<file path="src/rtl/compress_sequencer_if.sv">
// Handshake bundle between the compression top level and its block sequencer.
// The top level drives the inputs through the master modport, and the sequencer drives the strobes through the slave modport.
interface compress_sequencer_if;
  logic        iEnable;
  logic        iValid;
  logic        iDurbinDone;
  logic        oAcfReset;
  logic        oAcfEnable;
  logic        oModelStart;
  logic        oModelEnable;
  logic        oBankReset;
  logic        oBankValid;
  logic        oCoeffUnload;
  logic        oResidualValid;
  logic        oFrameStart;
  logic [15:0] oFrameCount;
  logic        oOverrun;

  modport master (
    output iEnable, iValid, iDurbinDone,
    input  oAcfReset, oAcfEnable, oModelStart, oModelEnable, oBankReset,
           oBankValid, oCoeffUnload, oResidualValid, oFrameStart,
           oFrameCount, oOverrun
  );

  modport slave (
    input  iEnable, iValid, iDurbinDone,
    output oAcfReset, oAcfEnable, oModelStart, oModelEnable, oBankReset,
           oBankValid, oCoeffUnload, oResidualValid, oFrameStart,
           oFrameCount, oOverrun
  );
endinterface

</file>
<file path="src/rtl/compress_sequencer.sv">
// Block scheduler for the ACF -> model -> bank -> residual pipeline.
// Define SEQ_WATCHDOG_EN to build in the Durbin solve watchdog (MODEL_CYCLES limit).
module compress_sequencer #(
  parameter int BLOCK_SIZE   = 4096,
  parameter int COPY_CYCLES  = 12,
  parameter int MODEL_CYCLES = 1152
) (
  input  logic iClock,
  input  logic iReset,
  compress_sequencer_if.slave bus
);

  localparam int IDX_W = $clog2(BLOCK_SIZE);
  localparam int CC_W  = $clog2(COPY_CYCLES) + 1;
  localparam logic [IDX_W-1:0] LAST_IDX = IDX_W'(BLOCK_SIZE - 1);

  generate
    if (BLOCK_SIZE < 16 || (BLOCK_SIZE & (BLOCK_SIZE - 1)) != 0) begin : g_bad_block
      $error("BLOCK_SIZE must be a power of two and at least 16");
    end
    if (COPY_CYCLES < 1 || COPY_CYCLES + MODEL_CYCLES >= BLOCK_SIZE) begin : g_bad_timing
      $error("COPY_CYCLES + MODEL_CYCLES must fit inside one block");
    end
  endgenerate

  typedef enum logic [1:0] {S_IDLE, S_COPY, S_SOLVE, S_READY} state_t;

  state_t            r_state;
  state_t            w_state_nxt;
  logic [IDX_W-1:0]  r_idx;
  logic [CC_W-1:0]   r_copy_cnt;
  logic              r_vb;
  logic              r_vr;
  logic              w_acc;
  logic              w_bnd;
  logic              w_first;
  logic              w_overrun_set;
  logic              w_wd_expired;

  logic              r_acf_reset;
  logic              r_acf_en;
  logic              r_model_start;
  logic              r_model_en;
  logic              r_bank_reset;
  logic              r_bank_valid;
  logic              r_coeff_unload;
  logic              r_res_valid;
  logic              r_frame_start;
  logic [15:0]       r_frame_cnt;
  logic              r_overrun;

  assign w_acc   = bus.iValid & bus.iEnable;
  assign w_bnd   = w_acc & (r_idx == LAST_IDX);
  assign w_first = w_acc & (r_idx == '0);

  always_ff @(posedge iClock or posedge iReset) begin
    if (iReset) begin
      r_idx <= '0;
    end else if (w_acc) begin
      r_idx <= r_idx + IDX_W'(1);
    end
  end

`ifdef SEQ_WATCHDOG_EN
  localparam int WD_W = $clog2(MODEL_CYCLES) + 1;
  logic [WD_W-1:0] r_wd_cnt;

  // Counts solve cycles only; leaving SOLVE rearms it for the next block.
  always_ff @(posedge iClock or posedge iReset) begin
    if (iReset) begin
      r_wd_cnt <= '0;
    end else if (r_state != S_SOLVE) begin
      r_wd_cnt <= '0;
    end else if (bus.iEnable) begin
      r_wd_cnt <= r_wd_cnt + WD_W'(1);
    end
  end

  assign w_wd_expired = (r_state == S_SOLVE) && (r_wd_cnt == WD_W'(MODEL_CYCLES - 1));
`else
  assign w_wd_expired = 1'b0;
`endif

  always_ff @(posedge iClock or posedge iReset) begin
    if (iReset) begin
      r_state <= S_IDLE;
    end else begin
      r_state <= w_state_nxt;
    end
  end

  // A block boundary always restarts the model for the block just finished.
  always_comb begin
    w_state_nxt   = r_state;
    w_overrun_set = 1'b0;
    if (w_bnd) begin
      w_state_nxt   = S_COPY;
      w_overrun_set = (r_state == S_COPY) || (r_state == S_SOLVE);
    end else if (bus.iEnable) begin
      case (r_state)
        S_COPY: begin
          if (r_copy_cnt == '0) begin
            w_state_nxt = S_SOLVE;
          end
        end
        S_SOLVE: begin
          if (bus.iDurbinDone) begin
            w_state_nxt = S_READY;
          end else if (w_wd_expired) begin
            w_state_nxt   = S_IDLE;
            w_overrun_set = 1'b1;
          end
        end
        default: begin
        end
      endcase
    end
  end

  always_ff @(posedge iClock or posedge iReset) begin
    if (iReset) begin
      r_copy_cnt <= '0;
    end else if (w_bnd) begin
      r_copy_cnt <= CC_W'(COPY_CYCLES - 1);
    end else if (bus.iEnable && r_state == S_COPY && r_copy_cnt != '0) begin
      r_copy_cnt <= r_copy_cnt - CC_W'(1);
    end
  end

  // An aborted or unfinished model hands a zero token to the bank stage.
  always_ff @(posedge iClock or posedge iReset) begin
    if (iReset) begin
      r_vb <= 1'b0;
      r_vr <= 1'b0;
    end else if (w_bnd) begin
      r_vb <= (r_state == S_READY);
      r_vr <= r_vb;
    end
  end

  always_ff @(posedge iClock or posedge iReset) begin
    if (iReset) begin
      r_acf_reset    <= 1'b0;
      r_acf_en       <= 1'b0;
      r_model_start  <= 1'b0;
      r_model_en     <= 1'b0;
      r_bank_reset   <= 1'b0;
      r_bank_valid   <= 1'b0;
      r_coeff_unload <= 1'b0;
      r_res_valid    <= 1'b0;
      r_frame_start  <= 1'b0;
      r_frame_cnt    <= '0;
      r_overrun      <= 1'b0;
    end else begin
      r_acf_reset    <= w_first;
      r_acf_en       <= w_acc;
      r_model_start  <= w_bnd;
      r_model_en     <= (w_state_nxt == S_COPY) || (w_state_nxt == S_SOLVE);
      r_bank_reset   <= w_bnd & (r_state == S_READY);
      r_bank_valid   <= w_acc & r_vb;
      r_coeff_unload <= w_bnd & r_vb;
      r_res_valid    <= w_acc & r_vr;
      r_frame_start  <= w_first & r_vr;
      if (w_bnd && r_vr) begin
        r_frame_cnt <= r_frame_cnt + 16'd1;
      end
      if (w_overrun_set) begin
        r_overrun <= 1'b1;
      end
    end
  end

  assign bus.oAcfReset      = r_acf_reset;
  assign bus.oAcfEnable     = r_acf_en;
  assign bus.oModelStart    = r_model_start;
  assign bus.oModelEnable   = r_model_en;
  assign bus.oBankReset     = r_bank_reset;
  assign bus.oBankValid     = r_bank_valid;
  assign bus.oCoeffUnload   = r_coeff_unload;
  assign bus.oResidualValid = r_res_valid;
  assign bus.oFrameStart    = r_frame_start;
  assign bus.oFrameCount    = r_frame_cnt;
  assign bus.oOverrun       = r_overrun;

endmodule

</file>
<file path="src/flat_wrapper.sv">
// flat-port wrapper written by rule: the top's interface ports become plain ports
module compress_sequencer_flat 
#(
  parameter int BLOCK_SIZE   = 4096,
  parameter int COPY_CYCLES  = 12,
  parameter int MODEL_CYCLES = 1152
)
  (iClock, iReset, bus_iEnable, bus_iValid, bus_iDurbinDone, bus_oAcfReset, bus_oAcfEnable, bus_oModelStart, bus_oModelEnable, bus_oBankReset, bus_oBankValid, bus_oCoeffUnload, bus_oResidualValid, bus_oFrameStart, bus_oFrameCount, bus_oOverrun);
  compress_sequencer_if bus_i ();
  input  logic iClock;
  input  logic iReset;
  input wire logic [$bits(bus_i.iEnable)-1:0] bus_iEnable;
  input wire logic [$bits(bus_i.iValid)-1:0] bus_iValid;
  input wire logic [$bits(bus_i.iDurbinDone)-1:0] bus_iDurbinDone;
  output wire logic [$bits(bus_i.oAcfReset)-1:0] bus_oAcfReset;
  output wire logic [$bits(bus_i.oAcfEnable)-1:0] bus_oAcfEnable;
  output wire logic [$bits(bus_i.oModelStart)-1:0] bus_oModelStart;
  output wire logic [$bits(bus_i.oModelEnable)-1:0] bus_oModelEnable;
  output wire logic [$bits(bus_i.oBankReset)-1:0] bus_oBankReset;
  output wire logic [$bits(bus_i.oBankValid)-1:0] bus_oBankValid;
  output wire logic [$bits(bus_i.oCoeffUnload)-1:0] bus_oCoeffUnload;
  output wire logic [$bits(bus_i.oResidualValid)-1:0] bus_oResidualValid;
  output wire logic [$bits(bus_i.oFrameStart)-1:0] bus_oFrameStart;
  output wire logic [$bits(bus_i.oFrameCount)-1:0] bus_oFrameCount;
  output wire logic [$bits(bus_i.oOverrun)-1:0] bus_oOverrun;
  assign bus_i.iEnable = bus_iEnable;
  assign bus_i.iValid = bus_iValid;
  assign bus_i.iDurbinDone = bus_iDurbinDone;
  assign bus_oAcfReset = bus_i.oAcfReset;
  assign bus_oAcfEnable = bus_i.oAcfEnable;
  assign bus_oModelStart = bus_i.oModelStart;
  assign bus_oModelEnable = bus_i.oModelEnable;
  assign bus_oBankReset = bus_i.oBankReset;
  assign bus_oBankValid = bus_i.oBankValid;
  assign bus_oCoeffUnload = bus_i.oCoeffUnload;
  assign bus_oResidualValid = bus_i.oResidualValid;
  assign bus_oFrameStart = bus_i.oFrameStart;
  assign bus_oFrameCount = bus_i.oFrameCount;
  assign bus_oOverrun = bus_i.oOverrun;
  compress_sequencer #(.BLOCK_SIZE(BLOCK_SIZE), .COPY_CYCLES(COPY_CYCLES), .MODEL_CYCLES(MODEL_CYCLES)) u_core (.iClock(iClock), .iReset(iReset), .bus(bus_i));
endmodule
</file>
<file path="config.mk">
export PLATFORM = sky130hd
export DESIGN_NAME = compress_sequencer_flat
export DESIGN_NICKNAME = d
export VERILOG_FILES = /design/src/rtl/compress_sequencer_if.sv /design/src/rtl/compress_sequencer.sv /design/src/flat_wrapper.sv
export SDC_FILE = /design/constraint.sdc
export NUM_CORES = 1
export LEC_CHECK = 0
export CORE_MARGIN = 1
export CORE_UTILIZATION = 53
export DETAILED_ROUTE_END_ITERATION = 12
export GPL_TIMING_DRIVEN = 1
export PLACE_DENSITY_LB_ADDON = 0.08
export SYNTH_ARGS = -nofsm -noshare
export SYNTH_HDL_FRONTEND = slang
export SYNTH_SLANG_ARGS = --single-unit
</file>
<file path="constraint.sdc">
create_clock -name iClock -period 2.5 [get_ports iClock]
set_input_delay 0.375 -clock iClock [delete_from_list [all_inputs] [get_ports iClock]]
set_output_delay 0.375 -clock iClock [all_outputs]
set_load 0.005 [all_outputs]
</file>
==> impl_metrics.toml <==
[status]
status = "completed"

[yosys]
synth.avg_cell_area_um2 = 11.7
postSynth.asyncResetShare = 1.00
synth_most_common_cell = "dfrtp_1"
synth_seq_cells = 47
yosys.cell_types.count = 35
yosysWarningCount = 0
yosysSeqAreaShare = 0.559
netlist_top_cells_area = "dfrtp_1, xnor2_1, ha_1"
synth_edf_count = 0
synth_area_mm2 = 0.00211
synth_top_area_cell = "dfrtp_1"
yosysTopAreaCellShare = 0.559
synthCells = 180
synthFlopType = "dfrtp_1"
synth_common_cells = "dfrtp_1, xnor2_1, nand2_1, inv_1, nand4_1"
synth.net_count = 194

[sta]
fin_tns_setup_ps = 0
relSlewSlack = 0.624
skew_ps = 11.3
rsz0062_at_grt = "false"
worst_slack_ps = 396
slew_violations = 0
finalCritPeriodShare = 0.842
fin_crit_ps = 2100
max_freq_mhz = 475
hold_viol_final = 0
hold-worst-slack_ps = 462
setup-violations-final = 0
tightest_slew_ps = 564

[place]
post-place-ws_ps = 80.5
port_buffers = 30
hpwlAfterDp_mm = 2.86
routabilityCongestion = 0.774
dp.cells = 260
post_dp_cell_area_mm2 = 0.00248

[power_and_ir_drop]
switching_share = 0.306
peakVddDrop_uv = 510
comb_power_share = 0.228
sequentialPowerShare = 0.534
power.switching_mw = 0.556
clkPwrFrac = 0.238
p_leak_nw = 1.20
p_per_area_mw_per_mm2 = 709
finalPower_mw = 1.82
internal_power_mw = 1.26

[setup_path]
r2r_start = "u_core.r_idx[0]$_DFFE_PP0P_"
cp_slowest_cell = "or4_4"
arrival_ps = 2290
r2r_end = "u_core.bus.oFrameCount[1]$_DFFE_PP0P_"
critPathKind = "in2reg"
crit_required_ps = 2680
crit_chain = "clkdlybuf4s50_1, nand4_1, or4_4, clkinv_1, and2_1, mux2_2"
startpoint_type = "input port"
crit_buf_inv = 2
critPathMaxStageDelay_ps = 600
critical-path-top-delay-family = "simple AND/OR/NAND/NOR gates"
crit_path_end_kind = "flop"
path_max_fanout = 5
r2r_setup_slack_ps = 410
r2r_cells = 6

[finish]
final_cells = 268
final_util = 0.685
final_nets = 233
antennaDiodeCount = 0
area_growth_pct = 21.8
design_area_mm2 = 0.00256
fill_cells = 295
multiInputGateArea_um2 = 861
regArea_mm2 = 0.00118
drive_gt1_frac = 0.0864

[die]
start_util = 0.563
die_w_um = 65.0
io_pins = 31
fp-row-count = 22
die_area_mm2 = 0.00423
die_y_um = 65.0
coreArea_mm2 = 0.00374

[global_routing]
use_met3 = 0.0528
grt_max_degree = 48
grt_antenna_before_repair = 0
grt_pass1_wl_mm = 6.93
met1_usage = 0.277
grt_usage = 0.224
top_usage_layer = "met2"
met2_usage = 0.372
gr-total-overflow = 0
grt_pass1_vias = 1515

[clocking]
cts.clk_slew.worst_paths_ps = 80
cts-hold-fix-buffers = 0
cts.sinks = 47
clock_latency_ps = 300
root_buffer = "clkbuf_8"
ctsHtreeMaxLevel = 2
cts_tree = "done"
cts.repair.resized = 0
clockBufferDepth = 2
numCtsBuffers = 5
post-cts-setup-buffer-count = 0

[route]
totalWireLength_mm = 3.85
firstDrtPassIters = 4
viasPerCell = 5.30
drc = 0
via_count = 1420
drtIter0Drc = 66
avgRoutedWirePerCell_um = 14.3
antenna_left = 0

[min_path]
hp-class = "reg2reg"
hold_path_depth = 1
hold_path_end = "u_core.bus.oOverrun$_DFFE_PP0P_"
hold_start = "u_core.bus.oOverrun$_DFFE_PP0P_"

[flow_run]
drv_cap = 0
worst reg2reg max path, stage by stage, from the launching register on:
cell	delay, ps
dfrtp_1	380
ha_1	210
nand4_1	130
or4_4	600
clkinv_1	80
and2_1	220
mux2_2	360
cell usage in the layout, fill, tap and decap left out, types with 5 or more instances in the layout:
cell type        count
and2_1               5
buf_4                5
clkbuf_8             5
clkdlybuf4s50_1     30
dfrtp_1             47
ha_1                 9
inv_1               11
nand2_1             14
nand3_1              7
nand4_1             11
nor2_1               9
xnor2_1             21
xor2_1              10
per-layer routing:
metal  wire length, um  share of wire  up-vias
li1                  -              -      683
met1              1680           0.44      707
met2              1970           0.51       24
met3               128          0.033        6
met4                72          0.019        0
met5                 0              0        -
sequential cells by signal (all words and copies together), names as in the netlist, 2 cells and up:
| signal | cells |
|---|---|
| u_core.bus.oFrameCount | 16 |
| u_core.r_idx | 12 |
| u_core.r_copy_cnt | 5 |
| u_core.r_state | 2 |
cell type report:
| cell class | count | share of cell area |
|---|---|---|
| flip-flops and latches | 47 | 0.459 |
| multi-input cells | 117 | 0.336 |
| repair buffers | 35 | 0.132 |
| clock buffers | 7 | 0.0298 |
| well taps | 48 | 0.0234 |
| inverters | 13 | 0.0190 |
| clock inverters | 1 | 0.00195 |
how the worst max path moves through the flow:
| stage | startpoint | to | slack (ps) | cells past startpoint |
|---|---|---|---|---|
| 4_1_cts | bus_iValid | u_core.bus.oFrameCount[1]$_DFFE_PP0P_ | 390 | 6 |
| 3_3_place_gp | bus_iValid | u_core.bus.oFrameCount[1]$_DFFE_PP0P_ | 150 | 6 |
| 2_1_floorplan | u_core.r_idx[0]$_DFFE_PP0P_ | u_core.bus.oFrameCount[14]$_DFFE_PP0P_ | 480 | 7 |
| 5_1_grt | u_core.r_idx[1]$_DFFE_PP0P_ | u_core.bus.oFrameCount[9]$_DFFE_PP0P_ | 260 | 6 |
| 6_report | bus_iValid | u_core.bus.oFrameCount[1]$_DFFE_PP0P_ | 400 | 6 |
| 3_5_place_dp | bus_iValid | u_core.bus.oFrameCount[1]$_DFFE_PP0P_ | 80 | 6 |
power by group through the flow:
stage | registers (mW) | logic (mW) | clock network (mW)
finish | 0.972 | 0.414 | 0.433
detailed placement | 0.987 | 0.416 | 0
global placement | 0.980 | 0.386 | 0
CTS | 0.972 | 0.422 | 0.449
floorplan | 0.964 | 0.310 | 0
global route | 0.991 | 0.489 | 0.483
cell families after synthesis:
logic type      synth area share
compound gates            0.0333
xor+xnor                   0.129
simple gates               0.188
mux                      0.00535
flops                      0.559
fa+ha+maj                 0.0535
buf+inv                   0.0327
Power figures use the tool's default switching activity.
